## src/rtl/packet_injector.sv

```systemverilog
// Network-interface transmitter: latches one packet over valid/ready and
// serialises it, LSB flit first, into a router input FIFO with full-flag flow control.
module packet_injector #(
    parameter int PACKET_SIZE  = 32,
    parameter int ADDRESS_SIZE = 16,
    parameter int FLIT_SIZE    = 4,
    parameter int COUNT_WIDTH  = 16
) (
    input  logic                                clk,
    input  logic                                reset,
    input  logic                                pkt_valid,
    input  logic [ADDRESS_SIZE-1:0]             pkt_addr,
    input  logic [PACKET_SIZE-ADDRESS_SIZE-1:0] pkt_data,
    output logic                                pkt_ready,
    input  logic                                fifo_full,
    output logic                                write_fifo,
    output logic [FLIT_SIZE-1:0]                flit_out,
    output logic                                busy,
    output logic                                pkt_sent,
    output logic [COUNT_WIDTH-1:0]              pkt_count
);

    localparam int FLITS = PACKET_SIZE / FLIT_SIZE;
    localparam int IDX_W = (FLITS > 1) ? $clog2(FLITS) : 1;

    if ((PACKET_SIZE % FLIT_SIZE) != 0 || (ADDRESS_SIZE % FLIT_SIZE) != 0) begin : g_size_check
        $error("packet_injector: PACKET_SIZE and ADDRESS_SIZE must be multiples of FLIT_SIZE");
    end

    typedef enum logic {IDLE, SEND} state_t;

    state_t                 state, state_nxt;
    logic [PACKET_SIZE-1:0] sr, sr_nxt;
    logic [IDX_W-1:0]       idx, idx_nxt;
    logic                   last_write;

    assign flit_out = sr[FLIT_SIZE-1:0];

    always_comb begin
        state_nxt  = state;
        sr_nxt     = sr;
        idx_nxt    = idx;
        pkt_ready  = 1'b0;
        busy       = 1'b0;
        write_fifo = 1'b0;
        last_write = 1'b0;
        case (state)
            IDLE: begin
                pkt_ready = 1'b1;
                if (pkt_valid) begin
                    sr_nxt    = {pkt_data, pkt_addr};
                    idx_nxt   = '0;
                    state_nxt = SEND;
                end
            end
            SEND: begin
                busy       = 1'b1;
                write_fifo = ~fifo_full;
                // A stalled flit stays at the bottom of SR and is retried next cycle.
                if (!fifo_full) begin
                    sr_nxt  = {{FLIT_SIZE{1'b0}}, sr[PACKET_SIZE-1:FLIT_SIZE]};
                    idx_nxt = idx + IDX_W'(1);
                    if (idx == IDX_W'(FLITS - 1)) begin
                        last_write = 1'b1;
                        state_nxt  = IDLE;
                    end
                end
            end
            default: state_nxt = IDLE;
        endcase
    end

    always_ff @(posedge clk or posedge reset) begin
        if (reset) begin
            state     <= IDLE;
            sr        <= '0;
            idx       <= '0;
            pkt_sent  <= 1'b0;
            pkt_count <= '0;
        end else begin
            state    <= state_nxt;
            sr       <= sr_nxt;
            idx      <= idx_nxt;
            pkt_sent <= last_write;
            if (last_write)
                pkt_count <= pkt_count + COUNT_WIDTH'(1);
        end
    end

endmodule

```

## config.mk

```make
export PLATFORM = sky130hd
export DESIGN_NAME = packet_injector
export DESIGN_NICKNAME = d
export VERILOG_FILES = /design/src/rtl/packet_injector.sv
export SDC_FILE = /design/constraint.sdc
export NUM_CORES = 1
export LEC_CHECK = 0
export ABC_CLOCK_PERIOD_IN_PS = 2300
export BUFFER_PORTS_ARGS = -buffer_cell sky130_fd_sc_hd__buf_2
export CAP_MARGIN = 30
export CORE_MARGIN = 2
export CORE_UTILIZATION = 55
export CTS_BUF_LIST = sky130_fd_sc_hd__clkbuf_4
export CTS_CLUSTER_SIZE = 12
export DETAILED_ROUTE_END_ITERATION = 12
export PLACE_DENSITY = 0.89
export SLEW_MARGIN = 10
export SYNTH_ARGS = -nofsm -noshare
export SYNTH_HDL_FRONTEND = slang
export SYNTH_SLANG_ARGS = --single-unit
```

## constraint.sdc

```tcl
create_clock -name clk -period 2.3 [get_ports clk]
set_clock_uncertainty 0.1 [all_clocks]
set_input_delay 0.115 -clock clk [delete_from_list [all_inputs] [get_ports clk]]
set_output_delay 0.115 -clock clk [all_outputs]
set_load 0.02 [all_outputs]
```

==> results.sh <==
export IMPL_status="complete, no violations"
export IMPL_netlist_top_cells_area="dfrtp_1 (55%), mux2i_1 (14%), a21oi_1 (6.2%), xnor2_1 (4.7%), nor2_1 (4.7%)"
export IMPL_avgSynthCellArea_sq_um=10.90
export IMPL_synth_edff_count=0
export IMPL_dr_total_vias=1888
export IMPL_postCtsSetupRepairBufs=0
export IMPL_r2r_slack_ps=430
export IMPL_die_h_um=70.18
export IMPL_finalCritPeriodShare_pct=81.11
export IMPL_finalSetupTns_ps=0
export IMPL_critPathArrivalTime_ps=2050
export IMPL_cp_start_kind="flop"
export IMPL_dieArea_sq_um=4925
export IMPL_via_per_inst=5.187
export IMPL_routedWlPerCell_um=14.21
export IMPL_worst_setup_path_end_kind="flop"
export IMPL_synthArstFlopShare_pct=100.0
export IMPL_yosys_top_cells_count="dfrtp_1 (53), mux2i_1 (33), a21oi_1 (30), nor2_1 (30), xnor2_1 (13)"
export IMPL_ys_dominant_reg_cell="dfrtp_1"
export IMPL_cts_root_buf="clkbuf_4"
export IMPL_cts_buffers=5
export IMPL_gp_congestion=0.8353
export IMPL_rsz0062_at_grt="no"
export IMPL_setup_viol=0
export IMPL_wl_um=5173
export IMPL_clock_sinks=53
export IMPL_startpoint="idx[0]"
export IMPL_clk_latency_ps=370
export IMPL_period_needed_ps=1865
export IMPL_grt_pass1_wl_um=8880
export IMPL_drt_iter0_drc=78
export IMPL_tightest_slew_ps=621.5
export IMPL_ant_nets=0
export IMPL_drtPass1Iterations=4
export IMPL_drive_gt1_share_pct=24.04
export IMPL_min_from="fifo_full"
export IMPL_path_clk_slew_ps=150
export IMPL_max_slew_margin_rel_pct=58.41
export IMPL_reg2reg_from="idx[0]"
export IMPL_path_class="flop to flop"
export IMPL_tritoncts="yes"
export IMPL_ios=60
export IMPL_htree_levels=2
export IMPL_area_delta_synth_final_pct=33.51
export IMPL_slew_violations=0
export IMPL_max_cap_viol_count=0
export IMPL_clock_path_buffers=2
export IMPL_grt_pass1_vias=1935
export IMPL_diodes=0
export IMPL_synth_nets=260
export IMPL_antenna_found_initial=0
export IMPL_fin_nets=350
export IMPL_ys_warn_count=0
export IMPL_p_per_area_nw_per_um2=911.9
export IMPL_synth_top_area_cell="dfrtp_1"
export IMPL_grt_use_total_pct=22.92
export IMPL_multi_input_area_sq_um=978.4
export IMPL_critPathRequiredTime_ps=2480
export IMPL_initial_core_util_pct=56.09
export IMPL_seq_area_sq_um=1328
export IMPL_final_util_pct=74.88
export IMPL_grt_max_degree=54
export IMPL_row_count=24
export IMPL_netlist_instances=221
export IMPL_hold_viol=0
export IMPL_seq_area_frac_synth_pct=55.06
export IMPL_ys_ff_latch=53
export IMPL_hp_class="input port to flop"
export IMPL_fmax_mhz=536.1
export IMPL_dieWidth_um=70.18
export IMPL_synth_cell_types=26
export IMPL_ir_worst_vdd_v=0.0005557
export IMPL_yosysMostFrequentCell="dfrtp_1"
export IMPL_portBuffers=59
export IMPL_core_sq_um=4294
export IMPL_fillCellCount=297
export IMPL_synth_top_cell_area_share_pct=55.06
export IMPL_crit_fanout=9
export IMPL_drc=0
export IMPL_synthesis_area_sq_um=2409
export IMPL_grt_overflow=0
export IMPL_leakage_nw=1.698
export IMPL_place_detailed_hpwl_um=3128
==> worst paths after layout <==
path / endpoint / depth (start not counted)
max: pkt_count[15] / 6
min: idx[0] / 3
max reg2reg: pkt_count[15] / 6
min reg2reg: pkt_count[15] / 1
max in group asynchronous: state / 4
min in group asynchronous: sr[1] / 4
==> state kept, by name (all words and copies together) (netlist names) <==
register   flops
pkt_count     16
idx            3
state          1
pkt_sent       1
sr            32
==> per-stage QoR <==
| step | setup slack [ps] | instances | hold slack (ps) | cell area [sq um] | total power (W) |
|---|---|---|---|---|---|
| floorplan | 588.7 | 221 | 165.1 | 2409 | 0.002052 |
| global placement | 541.7 | 318 | 83.79 | 2733 | 0.002200 |
| detailed placement | 446.2 | 318 | 83.97 | 2733 | 0.002250 |
| CTS | 423.1 | 364 | 117.6 | 3216 | 0.002930 |
| global route | 350.6 | 364 | 125.8 | 3216 | 0.003134 |
| finish | 434.5 | 364 | 113.3 | 3216 | 0.002932 |
==> cells in the final DEF (no fill, tap or decap), drive strengths merged <==
master | netlist | routed
buf | 15 | 62
dfrtp | 53 | 53
dlygate4sd3 | 0 | 38
mux2i | 33 | 33
nor2 | 30 | 30
a21oi | 30 | 30
xnor2 | 13 | 13
nand3 | 9 | 9
nand2 | 6 | 6
nand4 | 5 | 5
clkbuf | 2 | 5
o21ai | 5 | 5
inv | 5 | 5
ha | 3 | 3
and3 | 2 | 2
xor2 | 2 | 2
a22o | 2 | 2
bufinv | 0 | 2
and3b | 1 | 1
and4 | 1 | 1
nor3 | 1 | 1
and2 | 1 | 1
nand2b | 1 | 1
mux2 | 1 | 1
clkinv | 0 | 1
==> where the power goes <==
group	leakage (nW)	switching [W]	internal (W)
logic	1.00	0.000469	0.000423
registers	0.641	0.000199	0.00121
clock network	0.0552	0.000290	0.000337
total	1.70	0.000958	0.00197
==> logic make-up after synthesis <==
kind of cell | after synthesis | share of synthesized area (%)
compound gates | 37 | 8.000
xor+xnor | 15 | 5.455
fa+ha+maj | 3 | 1.559
buf+inv | 22 | 4.779
flops | 53 | 55.06
mux | 34 | 14.18
simple gates | 57 | 10.96
==> repair_timing <==
item	in CTS	in global routing
endpoints found under the hold margin	86	0
hold buffers	38	0
gates resized for setup	0	0
endpoints found under the setup margin	0	0
==> routing by layer <==
| layer | up-vias | wire length [um] | GRT usage (%) |
|---|---|---|---|
| met5 | - | 0 | 0 |
| met4 | 0 | 105 | 9.188 |
| met3 | 9 | 161 | 3.608 |
| met2 | 48 | 2620 | 38.94 |
| met1 | 898 | 2285 | 29.46 |
| li1 | 933 | - | - |
==> critical path, stage by stage, from the launching register on <==
cell     delay [ps]
dfrtp_1         400
ha_1            150
ha_1            130
and3b_1         360
and3_1          350
nand4_1         150
xnor2_1         150
==> final cells by class <==
type                    instances  area share [%]
clock buffers                   5           1.167
clock inverters                 3           2.023
inverters                       5          0.5837
multi-input cells             146           30.43
flip-flops and latches         53           41.28
well taps                      52           2.023
repair buffers                100           22.49
No activity file was read; power rests on OpenSTA's default activity.
